--- src/rtl/cpu_pkg.sv ---
// ============================================================================
// Module   : cpu_pkg
// Brief    : Opcode, ALU operation and phase encodings shared by the controller
//            and the ALU of the 8-bit CPU.
// Revision : 1.0
// ============================================================================
`default_nettype none

package cpu_pkg;

   localparam int OPW    = 3;
   localparam int NPHASE = 8;

   localparam logic [OPW-1:0] OP_HLT = 3'd0;
   localparam logic [OPW-1:0] OP_SKZ = 3'd1;
   localparam logic [OPW-1:0] OP_ADD = 3'd2;
   localparam logic [OPW-1:0] OP_AND = 3'd3;
   localparam logic [OPW-1:0] OP_XOR = 3'd4;
   localparam logic [OPW-1:0] OP_LDA = 3'd5;
   localparam logic [OPW-1:0] OP_STO = 3'd6;
   localparam logic [OPW-1:0] OP_JMP = 3'd7;

   localparam logic [2:0] ALU_PASSA = 3'd0;
   localparam logic [2:0] ALU_ADD   = 3'd1;
   localparam logic [2:0] ALU_AND   = 3'd2;
   localparam logic [2:0] ALU_XOR   = 3'd3;
   localparam logic [2:0] ALU_PASSB = 3'd4;

   typedef enum logic [2:0] {
      PH_INST_ADDR  = 3'd0,
      PH_INST_FETCH = 3'd1,
      PH_INST_LOAD  = 3'd2,
      PH_IDLE       = 3'd3,
      PH_OP_ADDR    = 3'd4,
      PH_OP_FETCH   = 3'd5,
      PH_ALU_EXEC   = 3'd6,
      PH_STORE      = 3'd7
   } phase_e;

   // Opcodes that read a memory operand into the ALU
   function automatic logic is_aluop(input logic [OPW-1:0] op);
      return (op == OP_ADD) || (op == OP_AND) || (op == OP_XOR) || (op == OP_LDA);
   endfunction

endpackage

`default_nettype wire

--- src/rtl/cpu_ctrl_decode.sv ---
// ============================================================================
// Module   : cpu_ctrl_decode
// Brief    : Combinational strobe and ALU_OP decode from phase, opcode, zero
//            flag and halt state.
// Revision : 1.0
// ============================================================================
`default_nettype none

module cpu_ctrl_decode
   import cpu_pkg::*;
(
   input  phase_e         phase_i,
   input  logic [OPW-1:0] opcode_i,
   input  logic           skz_cmp_i,
   input  logic           halt_i,
   output logic [2:0]     alu_op_o,
   output logic           sel_o,
   output logic           rd_o,
   output logic           ld_ir_o,
   output logic           inc_pc_o,
   output logic           ld_pc_o,
   output logic           ld_ac_o,
   output logic           wr_o,
   output logic           data_e_o
);

   logic w_aluop;
   logic w_jmp;
   logic w_sto;
   logic w_skz;

   assign w_aluop = is_aluop(opcode_i);
   assign w_jmp   = (opcode_i == OP_JMP);
   assign w_sto   = (opcode_i == OP_STO);
   assign w_skz   = (opcode_i == OP_SKZ);

   always_comb begin
      alu_op_o = ALU_PASSA;
      case (opcode_i)
         OP_ADD:  alu_op_o = ALU_ADD;
         OP_AND:  alu_op_o = ALU_AND;
         OP_XOR:  alu_op_o = ALU_XOR;
         OP_LDA:  alu_op_o = ALU_PASSB;
         default: alu_op_o = ALU_PASSA;
      endcase
   end

   always_comb begin
      sel_o    = 1'b0;
      rd_o     = 1'b0;
      ld_ir_o  = 1'b0;
      inc_pc_o = 1'b0;
      ld_pc_o  = 1'b0;
      ld_ac_o  = 1'b0;
      wr_o     = 1'b0;
      data_e_o = 1'b0;
      case (phase_i)
         PH_INST_ADDR: sel_o = 1'b1;
         PH_INST_FETCH: begin
            sel_o = 1'b1;
            rd_o  = 1'b1;
         end
         PH_INST_LOAD, PH_IDLE: begin
            sel_o   = 1'b1;
            rd_o    = 1'b1;
            ld_ir_o = 1'b1;
         end
         PH_OP_ADDR:  inc_pc_o = 1'b1;
         PH_OP_FETCH: rd_o     = w_aluop;
         PH_ALU_EXEC: begin
            rd_o     = w_aluop;
            inc_pc_o = w_skz & skz_cmp_i;
            ld_pc_o  = w_jmp;
            data_e_o = w_sto;
         end
         PH_STORE: begin
            rd_o     = w_aluop;
            ld_ac_o  = w_aluop;
            ld_pc_o  = w_jmp;
            wr_o     = w_sto;
            data_e_o = w_sto;
         end
         default: ;
      endcase
      // A halted CPU must leave memory, PC and ACC untouched
      if (halt_i) begin
         sel_o    = 1'b0;
         rd_o     = 1'b0;
         ld_ir_o  = 1'b0;
         inc_pc_o = 1'b0;
         ld_pc_o  = 1'b0;
         ld_ac_o  = 1'b0;
         wr_o     = 1'b0;
         data_e_o = 1'b0;
      end
   end

endmodule

`default_nettype wire

--- src/rtl/cpu_controller.sv ---
// ============================================================================
// Module   : cpu_controller
// Brief    : 8-phase fetch/execute sequencer; holds the phase counter and the
//            sticky halt flag, strobes come from cpu_ctrl_decode.
// Revision : 1.0
// ============================================================================
`default_nettype none

module cpu_controller
   import cpu_pkg::*;
(
   input  logic           clk,
   input  logic           rst,
   input  logic           en,
   input  logic [OPW-1:0] opcode,
   input  logic           SKZ_cmp,
   output logic [2:0]     ALU_OP,
   output logic           sel,
   output logic           rd,
   output logic           ld_ir,
   output logic           inc_pc,
   output logic           ld_pc,
   output logic           ld_ac,
   output logic           wr,
   output logic           data_e,
   output logic           halt,
   output logic [2:0]     phase
);

   phase_e     phase_q;
   phase_e     phase_d;
   logic       halt_q;
   logic       halt_d;
   logic [2:0] w_phase_inc;

   assign w_phase_inc = phase_q + 3'd1;

   always_comb begin
      phase_d = phase_q;
      halt_d  = halt_q;
      if (en && !halt_q) begin
         phase_d = phase_e'(w_phase_inc);
         // Halting on the edge out of OP_ADDR leaves the phase parked at OP_FETCH
         if ((phase_q == PH_OP_ADDR) && (opcode == OP_HLT)) begin
            halt_d = 1'b1;
         end
      end
   end

   always_ff @(posedge clk or posedge rst) begin
      if (rst) begin
         phase_q <= PH_INST_ADDR;
         halt_q  <= 1'b0;
      end else begin
         phase_q <= phase_d;
         halt_q  <= halt_d;
      end
   end

   assign phase = phase_q;
   assign halt  = halt_q;

   cpu_ctrl_decode u_decode (
      .phase_i   (phase_q),
      .opcode_i  (opcode),
      .skz_cmp_i (SKZ_cmp),
      .halt_i    (halt_q),
      .alu_op_o  (ALU_OP),
      .sel_o     (sel),
      .rd_o      (rd),
      .ld_ir_o   (ld_ir),
      .inc_pc_o  (inc_pc),
      .ld_pc_o   (ld_pc),
      .ld_ac_o   (ld_ac),
      .wr_o      (wr),
      .data_e_o  (data_e)
   );

endmodule

`default_nettype wire

--- config.mk ---
export PLATFORM = sky130hd
export DESIGN_NAME = cpu_controller
export DESIGN_NICKNAME = d
export VERILOG_FILES = /design/src/rtl/cpu_pkg.sv /design/src/rtl/cpu_ctrl_decode.sv /design/src/rtl/cpu_controller.sv
export SDC_FILE = /design/constraint.sdc
export NUM_CORES = 1
export LEC_CHECK = 0
export ABC_AREA = 1
export CAP_MARGIN = 10
export CORE_MARGIN = 3
export CORE_UTILIZATION = 35
export CTS_BUF_LIST = sky130_fd_sc_hd__clkbuf_8 sky130_fd_sc_hd__clkbuf_16
export CTS_CLUSTER_SIZE = 30
export DETAILED_ROUTE_END_ITERATION = 8
export GPL_TIMING_DRIVEN = 0
export PLACE_DENSITY = 0.72
export REMOVE_ABC_BUFFERS = 1
export SLEW_MARGIN = 10
export SYNTH_ARGS = -nofsm -noshare
export SYNTH_HDL_FRONTEND = slang
export SYNTH_SLANG_ARGS = --single-unit
--- constraint.sdc ---
create_clock -name clk -period 2.2 [get_ports clk]
set_clock_uncertainty 0.1 [all_clocks]
set_input_delay 0.55 -clock clk [delete_from_list [all_inputs] [get_ports clk]]
set_output_delay 0.55 -clock clk [all_outputs]
set_load 0.05 [all_outputs]
After elaboration in Yosys (flattened, before gate mapping). Index checks and enable logic that the tools add are counted.

Register bits after elaboration: 4. Input port bits: 7. Output and inout bits: 15. Word-level logic and storage cells: 49.

Add/sub/neg operators: 1. Eq/ne operators: 14. Mux-type cells: 17. Bitwise gates (word level): 1. Reductions and logical operators: 14.

Operator list (count): 3-bit == test (second input constant) (8); 1-bit 2-to-1 mux (14); 3-bit by 2-bit == test with 1-bit output (second input constant) (4); 3-bit case mux with 4 select lines (1); 3-bit by 1-bit == test with 1-bit output (second input constant) (2); 3-bit zero test (2); 3-bit OR reduction (2); 1-bit case mux with 2 select lines (2); 2-bit OR reduction (2); 4-bit OR reduction (1); 3-bit by 1-bit adder with 3-bit output (second input constant) (1); 1-bit logical OR (3); 1-bit logical AND (2); 2-bit AND reduction (1); 1-bit AND (1); 1-bit zero test (1).

Depth between registers and ports, before layout. Gate-level depths: netlist of run 1.

Word-level depth: 6. Gate-level depth with buffers: 6. Depth with buffers taken out: 6.

By module. Synthesis of run 1 repeated with hierarchy kept, for this count alone.

Cell total of the unflattened synthesis: 58. Area, all modules: 361.6 sq um.

Modules (own cells, without submodules): cpu_controller (times used 1, cells each 27, area an instance 215.2 sq um, seq. area each 100.1 sq um); cpu_ctrl_decode (times used 1, cells each 31, area an instance 146.4 sq um, seq. area each 0.0 sq um).

Least setup slack after synthesis of run 1. No wires, ideal clock.

Path type: register to output. Start: register phase_q[1], in the netlist phase[1]. End: output sel. Arrival time: 1968 ps. Data required time: 1550 ps. Path slack: -418 ps. Stages on the path, launching flop included: 7. Path buffers: 0. Cells stage by stage: dfrtp_1 inv_1 ha_1 inv_1 nor2_1 nor2_4 a21oi_1.

Longest elaborated chain between the ends: 4. Elaborated cells on any way between the ends: 7. Classes of those cells: eq/ne (3); mux (2); reduce/logical (2).

RTL lines: from (decl) (RTL line cpu_controller.sv:30) `phase_e phase_q;`; from (signal assigned) (RTL line cpu_controller.sv:55) `phase_q <= phase_d;`; 3-bit by 1-bit == test with 1-bit output, or another cell as far along (RTL line cpu_ctrl_decode.sv:57) `case (phase_i)`; 4-bit OR reduction (no line) *; 1-bit 2-to-1 mux * (RTL line cpu_ctrl_decode.sv:57); 1-bit 2-to-1 mux * (RTL line cpu_ctrl_decode.sv:86) `if (halt_i) begin`; to (decl) (RTL line cpu_controller.sv:18) `output logic sel,`.

Every way passes the cells marked *; elsewhere a longest branch is shown, timed or not.

Final worst setup path of run 1.
Start: register phase_q[0], in the netlist phase[0]. End: output sel.

Same word-level chain as after synthesis.

==> results of run 1 <==
-- power groups by stage --
| stage | clock network (mW) | registers [mW] | logic (mW) |
|---|---|---|---|
| 6_report | 0.151 | 0.0741 | 0.0414 |
| 5_1_grt | 0.161 | 0.0740 | 0.0450 |
| 4_1_cts | 0.156 | 0.0741 | 0.0414 |
| 3_5_place_dp | 0 | 0.0749 | 0.0453 |
| 3_3_place_gp | 0 | 0.0749 | 0.0450 |
| 2_1_floorplan | 0 | 0.0749 | 0.0224 |
-- sequential cells by signal (all words and copies together), names as in the netlist --
name and count:
phase 3, halt 1
-- stage by stage --
step / setup TNS, ps / std cells / worst slack (ps) / hold slack (ps)
after detailed placement: -7340 / 103 / -813 / 547
after CTS: 0 / 106 / 3.99 / 421
final: 0 / 108 / 43.5 / 419
after global routing: -91.2 / 108 / -28.2 / 458
after global placement: -7230 / 103 / -798 / 532
after floorplan: -2600 / 68 / -418 / 216
-- synthesized netlist by cell type, types with 2 or more instances --
library cell	n
a21oi_1	2
a21oi_2	3
dfrtp_1	4
ha_1	7
inv_1	10
inv_2	3
nand2_1	14
nand2_2	2
nand3_1	3
nor2_1	7
nor2_2	2
o21ai_0	3
-- worst max-delay path, cell delays in order (launching register included) --
cell     delay, ps
dfrtp_1        410
ha_2           210
ha_1           190
inv_2           60
nand2_2         60
nor2_4          90
a21oi_1         70
buf_4          200
-- repair_timing --
item	4_1_cts	5_1_grt
resized for setup	74	13
buffers inserted	0	2
setup endpoints to repair	12	8
pin swaps	0	3
-- cell type report --
cell class,instances,area [µm²],area share (%)
Clock buffer,3,41.3,5.47
Inverter,13,48.8,6.47
Multi-Input combinational cell,51,344,45.6
Sequential cell,4,101,13.4
Tap cell,14,17.5,2.32
Timing Repair Buffer,23,201,26.7
-- kinds of logic (layout without fill, tap and decap cells) --
group,after synthesis,after routing,share of synthesized area [%]
AND/OR/NAND/NOR,35,35,36.2
buffers and inverters,14,39,12.2
AO/OA/AOI/OAI,8,8,10.4
adder cells (fa/ha/maj),7,7,17.7
flip-flops,4,4,20.3
XOR/XNOR,1,1,3.29
-- metal layers --
| metal | part of all wire, % | routed length [µm] |
|---|---|---|
| met5 | 0 | 0 |
| met4 | 2.6 | 30 |
| met3 | 5.4 | 62 |
| met2 | 46 | 524 |
| met1 | 46 | 529 |
-- final timing paths --
check                      slack, ps  depth (start not counted)  startpoint       end
min in group clk                 510                          2    phase[2]  phase[2]
setup reg to reg                 920                          5    phase[0]  phase[1]
hold / removal                   420                          2         rst  phase[1]
max in group asynchronous       1420                          2         rst  phase[2]
setup / recovery                  40                          7    phase[0]       sel
hold reg to reg                  510                          2    phase[2]  phase[2]
==> results.md, run 1 <==
- Status: completed
- # clock sinks: 4
- Area Growth Syn to Fin: 52.7%
- Grt met1 use: 18.9%
- Relative slew slack: 66.7%
- Cell area after synthesis: 494 µm²
- Max Fanout on Critical Path: 4
- RSZ-0062 raised after global routing: yes
- Core area: ~1200 µm²
- Sequential element share of the synthesized area: 20.3%
- Number of synthesized flops with an enable pin: 0
- Most frequent cells in the layout: nand2_1 (14), inv_2 (8), buf_4 (6)
- Met3 Use GR: 2.49%
- Maximum clock frequency: 464 MHz
- Initial antenna violation count: 0
- Data arrival, critical path: 1510 ps
- Total Routing Usage GR: 13.2%
- Tcrit/Tclk final: 98.0%
- DR DRC count: 0
- Die extent in y: 43.6 µm
- Max-slew violations: 0
- PD cells: 353 nW/µm²
- CP startpoint kind: register
- Top cell type by total area after synthesis: dfrtp_1
- IO Pins: 22
- Worst Hold Class: in -> async
- WL/cell: 10.6 µm
- Final wirelength: roughly 1.1 mm
- Fraction of registers with async set or reset after synthesis: 100%
- Internal: a little over 0.2 mW
- Rows: 12
- Yosys warns: 0
- Critical path class: reg -> out
- CP endpoint kind: output pin
- First-pass GRT wire length: 1.86 mm
- Clock slew at reported path FFs: 30 ps
- Pre-antenna DRT Iters: 4
- Clock network power share: between 50% and 60%
- Initial DRC Count: 7
- Crit path required time: 1550 ps
- Yosys cell types: 21
- GR Layer Usage met2: 17.4%
- Skew-Pair Late Insertion Delay: 220 ps
- H-tree Lvls: 1
- Ant. Diodes: 0
- Synth area leaders: dfrtp_1 (20%), ha_1 (18%), nand2_1 (11%)
- Final hold vios: 0
- Ratio of cells with drive above 1 in the final layout: 45.7%
- Root Buffer: clkbuf_8
- Post-DP HPWL: a little under 900 µm
- Clock buffer depth: 2
- GRT Max-Usage Layer: met1
- Cell area after layout: 754 µm²
- IO buf count: 21
- TritonCTS clock tree: done
- Syn avg cell area: 7.16 µm²
- Max Cap Viol: 0
- Final Util: 62.0%
- Worst vdd ir: 0.000444 V
- Grt ovf: 0
- Vias per cell: 4.56
- Die area: 1900 µm²
- Gate power share: ~16%
- CTS Buf Count: 3
- Syn Inst Count: 69
- Initial Util: between 40% and 50%
- Fin crit period: ~2200 ps
- P_sw: between 0.06 and 0.07 mW
- Switch share: 23.4%
- Die Width: around 44 µm
- Hold_buf cts: 0
- Yosys reg bits: 4
- Filler instances: 115
- Final setup viols: 0
- Vias: 492
- Top FF cell, synth: dfrtp_1
- Final Power: 0.266 mW
- Final nets: 110
- Commonest non-fill, non-tap cell in the layout: nand2_1
- Least-Margin Pin Slew: 499 ps
- Synth top area share: 20.3%
- Sequential power share: about 28%
- Vias in the first global route: 431
- Pin count of the biggest net entering global routing: 9
- Static Leak: 0.388 nW
- Cell area after placement: 711 µm²
- Post-route ant nets: 0
- Routability Congestion: 0.686
Power figures use the tool's default switching activity.
==> inputs of run 2 (changes only) <==
CORE_MARGIN = unset   (was 3)
REMOVE_ABC_BUFFERS = unset   (was 1)
==> run 2 against run 1 <==
Die area shrank 18%. Design area grew 20%. Worst hold slack improved by 8.1 ps. Combinational power up 5.8%. Clock power increased by 3%. First-iteration DRC count is 71% lower. Maximum frequency up 0.12%. Utilization rose by 7.3 points. Sequential power about the same. Register-to-register slack got worse by 30 ps. Clock-buffer cell count is the same. Non-clock buffer count rose by 1. Critical path type unchanged. Critical endpoint unchanged. Largest power group unchanged.
==> results.md, run 2 (synthesized netlist as in run 1, its figures left out) <==
- Clock slew at reported path FFs: 30 ps (about the same)
- First-pass GRT wire length: 1.87 mm (+0.70%)
- Syn Nets: 83
- Die area: 1570 µm² (-18%)
- CTS Buf Count: 3 (unchanged)
- PD cells: 304 nW/µm² (-14%)
- # clock sinks: 4 (unchanged)
- Clock network power share: 57.0% (+0.3 points)
- Final hold vios: 0 (unchanged)
- Final nets: 111 (+0.91%)
- H-tree Lvls: 1 (unchanged)
- Vias per cell: 4.63 (+1.6%)
- Cell area after layout: 902 µm² (+20%)
- Commonest non-fill, non-tap cell in the layout: nand2_1
- Dpl ws: -846 ps (-33.5 ps)
- Most frequent cells in the layout: nand2_1 (14), inv_2 (7), buf_6 (6), nor2_2 (6), inv_1 (5)
- Slowest CP cell: dfrtp_2
- CP endpoint kind: output pin
- Die extent in y: 39.6 µm (-9.2%)
- Initial DRC Count: 2 (-5)
- Core area: 1300 µm² (+7.0%)
- Relative slew slack: 67.2% (+0.52 points)
- Switch share: 24.1% (+0.68 points)
- RSZ-0062 raised after global routing: yes
- Post-DP HPWL: 904 µm (+3.2%)
- Top cell by count, worst path: ha_4
- Vias in the first global route: 437 (+1.4%)
- Area Growth Syn to Fin: 82.5%
- Skew-Pair Late Insertion Delay: 220 ps (about the same)
- Worst setup margin: 46.1 ps (+2.62 ps)
- Least-Margin Pin Slew: 490 ps (-8.57 ps)
- Routability Congestion: 0.761 (+11%)
- Timing startpoint of the critical path: phase[0]
- Pin count of the biggest net entering global routing: 9 (unchanged)
- Max Fanout on Critical Path: 4 (unchanged)
- Root Buffer: clkbuf_8
- Critical path class: reg -> out
- Status: completed
- Rows: 13 (+1)
- Pre-antenna DRT Iters: 2 (-2)
- Max Cap Viol: 0 (unchanged)
- Max FFs per register: 3 (unchanged)
- IO buf count: 20 (-4.8%)
- Hold slack final: 427 ps (+8.07 ps)
- Worst Hold Class: in -> async
- Final setup viols: 0 (unchanged)
- Ratio of cells with drive above 1 in the final layout: 60.4% (+15 points)
- Crit-path leading delay family: flip-flops
- Crit Reg-Reg Startpoint: phase[0]
- Filler instances: 113 (-1.7%)
- IO Pins: 22 (unchanged)
- Initial antenna violation count: 0 (unchanged)
- Gate power share: 16.0% (+0.5 points)
- WP buf/inv: 2 (unchanged)
- Cell area after placement: 774 µm² (+9.0%)
- Sequential power share: 27.0% (-0.8 points)
- Final wirelength: 1.21 mm (+5.6%)
- P_sw: 0.0660 mW (+5.8%)
- Data arrival, critical path: 1500 ps (about the same)
- Crit path cell chain: ha_4 > ha_4 > inv_4 > nand2_4 > nor2_4 > a21oi_2 > buf_6
- Max-slew violations: 0 (unchanged)
- Slowest stage delay, CP: 450 ps (+40 ps)
- Internal: 0.208 mW (+1.9%)
- WL/cell: 10.9 µm (+2.7%)
- Maximum clock frequency: 464 MHz (+0.12%)
- CP startpoint kind: register
- Static Leak: 0.420 nW (+8.2%)
- Hold_buf cts: 0 (unchanged)
- TritonCTS clock tree: done
- Die Width: 39.6 µm (-9.2%)
- Initial Util: 38.0% (-2.7 points)
- Crit path required time: 1550 ps (about the same)
- Grt ovf: 0 (unchanged)
- Tcrit/Tclk final: 97.9% (-0.12 points)
- DR DRC count: 0 (unchanged)
- Fin crit period: 2150 ps (-2.62 ps)
- Post-route ant nets: 0 (unchanged)
- Vias: 514 (+4.5%)
- Clock buffer depth: 2 (unchanged)
- Total Routing Usage GR: 18.9% (+5.7 points)
- Setup tns final: 0 ps (unchanged)
- Worst vdd ir: 0.000290 V (-35%)
- Ant. Diodes: 0 (unchanged)
run 2: changes by cell type in the layout (fill, tap and decap cells not counted), moves of 3 or more:
cell	previous run	this run
ha_4	0	4
nor2_1	5	1
a21oi_4	0	3
ha_1	5	2
run 2: layout make-up:
cell class | count | area [µm²] | area share [%]
Clock inverter | 1 | 3.75 | 0.416
Sequential cell | 4 | 104 | 11.5
Multi-Input combinational cell | 51 | 465 | 51.6
Buffer | 1 | 11.3 | 1.25
Timing Repair Buffer | 23 | 204 | 22.6
Tap cell | 15 | 18.8 | 2.08
Inverter | 13 | 53.8 | 5.96
Clock buffer | 3 | 41.3 | 4.58
run 2: final timing paths:
check                           end  slack (ps)  cells after the start
hold reg to reg            phase[1]         530                      2
setup reg to reg               halt         890                      5
min in group clk           phase[1]         530                      2
setup / recovery                sel          50                      7
max in group asynchronous  phase[2]        1410                      2
hold / removal             phase[1]         430                      2
run 2: metal layers:
| metal | routed length (µm) | vias to the layer above | share of wire, % | global-route usage [%] |
|---|---|---|---|---|
| met3 | 20 | 2 | 1.7 | 3.41 |
| met5 | 0 | - | 0 | 0 |
| li1 | - | 270 | - | - |
| met2 | 651 | 7 | 54 | 29.1 |
| met4 | 11 | 0 | 0.91 | 12.9 |
| met1 | 528 | 235 | 44 | 23.4 |
run 2: stage by stage:
step	power [mW]	instances	util (%)
2_1_floorplan	0.102	69	-
3_3_place_gp	0.121	104	59.5
3_5_place_dp	0.121	104	59.5
4_1_cts	0.280	108	63.2
5_1_grt	0.292	111	69.3
6_report	0.274	111	69.3
run 2: power by group through the flow:
stage	sequential, mW	combinational [mW]	clock, mW
6_report	0.0741	0.0438	0.156
3_3_place_gp	0.0749	0.0463	0
4_1_cts	0.0741	0.0435	0.162
2_1_floorplan	0.0749	0.0270	0
5_1_grt	0.0740	0.0476	0.171
3_5_place_dp	0.0749	0.0465	0
run 2: timing repair:
item,4_1_cts,5_1_grt
gates resized for setup,78,15
endpoints found under the setup margin,13,6
buffers inserted,0,3
pin swaps,5,8
==> inputs of run 3 (changes only) <==
CORE_MARGIN = 1.5   (was unset)
==> run 3 against run 2 <==
Clock power about the same. Clock-buffer cell count did not move. Total power is 1.4% higher. Flip-flop and latch count unchanged. First-iteration DRC count rose to 6.0 times the previous value. Routed wire length increased by 6.4%. Global-route usage down 0.23 points. Register-to-register slack hardly changed. Non-clock buffer count is 3 higher. Maximum frequency decreased by 1.9%. Setup slack got worse by 43 ps.
==> results.md, run 3 (synthesized netlist as in run 1, its figures left out) <==
- Tcrit/Tclk final: 99.8% (+1.9 points)
- Commonest non-fill, non-tap cell in the layout: nand2_1
- Cell area after placement: 774 µm² (unchanged)
- Static Leak: 0.457 nW (+9.0%)
- GR Layer Usage met2: 29.8% (+0.66 points)
- PD cells: 292 nW/µm² (-3.9%)
- Die Width: 40.6 µm (+2.5%)
- Grt ovf: 0 (unchanged)
- Max Cap Viol: 0 (unchanged)
- Worst vdd ir: 0.000506 V (+75%)
- Ratio of cells with drive above 1 in the final layout: 63.6% (+3.2 points)
- Met3 Use GR: 5.00% (+1.6 points)
- Rows: 13 (unchanged)
- P_sw: 0.0675 mW (+2.3%)
- Max FFs per register: 3 (unchanged)
- Die extent in y: 40.6 µm (+2.5%)
- Initial Util: 38.0% (unchanged)
- Grt met1 use: 23.5% (+0.062 points)
- Internal: 0.210 mW (+1.1%)
- Pin count of the biggest net entering global routing: 9 (unchanged)
- Pre-antenna DRT Iters: 4 (+2)
- Final nets: 114 (+2.7%)
- Clock buffer depth: 2 (unchanged)
- Hold slack final: 411 ps (-15.2 ps)
- CP endpoint kind: output pin
- Skew-Pair Late Insertion Delay: 220 ps (about the same)
- Maximum clock frequency: 455 MHz (-1.9%)
- Initial DRC Count: 12 (+10)
- Core area: 1300 µm² (unchanged)
- Crit path cell chain: clkdlybuf4s50_1
- Total Routing Usage GR: 18.7% (-0.23 points)
- Final setup viols: 0 (unchanged)
- TritonCTS clock tree: done
- Least-Margin Pin Slew: 502 ps (+12.3 ps)
- Clock slew at reported path FFs: 40 ps (about the same)
- GRT Max-Usage Layer: met2
- H-tree Lvls: 1 (unchanged)
- Worst Hold Class: in -> async
- # clock sinks: 4 (unchanged)
- Worst setup margin: 3.34 ps (-42.8 ps)
- Most frequent cells in the layout: nand2_1 (12), buf_6 (7), nor2_2 (6), buf_4 (6)
- Sequential power share: 26.7% (-0.3 points)
- Crit path required time: 1550 ps (about the same)
- IO buf count: 20 (unchanged)
- Crit-path leading delay family: buffers and inverters
- Ant. Diodes: 0 (unchanged)
- Routability Congestion: 0.748 (-1.7%)
- WP buf/inv: 1 (-1)
- Fin crit period: 2200 ps (+42.8 ps)
- Clock network power share: 56.3% (-0.7 points)
- Placed Cells: 104 (unchanged)
- Final wirelength: 1.29 mm (+6.4%)
- Area Growth Syn to Fin: 92.7%
- Root Buffer: clkbuf_8
- Post-route ant nets: 0 (unchanged)
- Cell area after layout: 952 µm² (+5.5%)
- Gate power share: 17.1% (+1.1 points)
- WL/cell: 11.3 µm (+3.6%)
- Final Power: 0.278 mW (+1.4%)
- Final hold vios: 0 (unchanged)
- Critical path class: reg -> out
- Die area: 1650 µm² (+5.1%)
- Slowest CP cell: clkdlybuf4s50_1
- Max Fanout on Critical Path: 8 (+4)
- Post-DP HPWL: 892 µm (-1.3%)
- Vias per cell: 4.67 (+0.78%)
- RSZ-0062 raised after global routing: yes
- DR DRC count: 0 (unchanged)
- Status: completed
- Filler instances: 101 (-11%)
- CP startpoint kind: register
- Max-slew violations: 0 (unchanged)
- IO Pins: 22 (unchanged)
- Fin cells: 114 (+2.7%)
- Data arrival, critical path: 1550 ps (+50 ps)
- Dpl ws: -848 ps (-1.57 ps)
- Slowest stage delay, CP: 850 ps (+400 ps)
- CTS Buf Count: 3 (unchanged)
- Syn Nets: 83 (unchanged)
- Switch share: 24.3% (+0.21 points)
- First-pass GRT wire length: 1.98 mm (+5.9%)
- Vias: 532 (+3.5%)
- Relative slew slack: 66.4% (-0.82 points)
- Vias in the first global route: 474 (+8.5%)
- Initial antenna violation count: 0 (unchanged)
==> run 3: repair_timing <==
action,4_1_cts,5_1_grt
setup buffers,1,5
pin swaps,3,9
gates resized for setup,77,22
setup endpoints to repair,12,7
hold buffers,0,0
==> run 3: stage by stage <==
step / setup TNS, ps / util (%)
after floorplan: -60.2 / -
after global placement: -6900 / 59.5
after global routing: -128 / 73.2
after detailed placement: -7030 / 59.5
final: 0 / 73.2
after CTS: -28.4 / 64.0
==> run 3: worst paths after layout <==
path / startpoint / end / slack (ps) / cells past startpoint
max in group asynchronous: rst / phase[2] / 1420 / 2
max reg2reg: phase[0] / halt / 880 / 5
max: phase[2] / phase[2] / 3 / 1
min in group clk: phase[1] / phase[1] / 530 / 2
min reg2reg: phase[1] / phase[1] / 530 / 2
min: rst / phase[1] / 410 / 2
==> run 3: per-layer routing <==
layer  vias to the layer above  part of all wire (%)
li1                        271                     -
met4                         0                     0
met1                       250                    42
met3                         0                   2.9
met2                        11                    55
met5                         -                     0
==> run 3: layout make-up <==
type / count / area, µm² / share of cell area, %
Multi-Input combinational cell: 51 / 483 / 50.7
Timing Repair Buffer: 26 / 231 / 24.3
Sequential cell: 4 / 104 / 10.9
Inverter: 13 / 58.8 / 6.18
Clock buffer: 3 / 41.3 / 4.34
Tap cell: 15 / 18.8 / 1.97
Buffer: 1 / 11.3 / 1.18
Clock inverter: 1 / 3.75 / 0.394
==> run 3: power by group through the flow <==
| stage | registers, mW | clock network (mW) | logic [mW] |
|---|---|---|---|
| after CTS | 0.0740 | 0.161 | 0.0454 |
| after global routing | 0.0740 | 0.168 | 0.0517 |
| after global placement | 0.0749 | 0 | 0.0463 |
| after detailed placement | 0.0749 | 0 | 0.0466 |
| after floorplan | 0.0749 | 0 | 0.0270 |
| final | 0.0740 | 0.156 | 0.0475 |
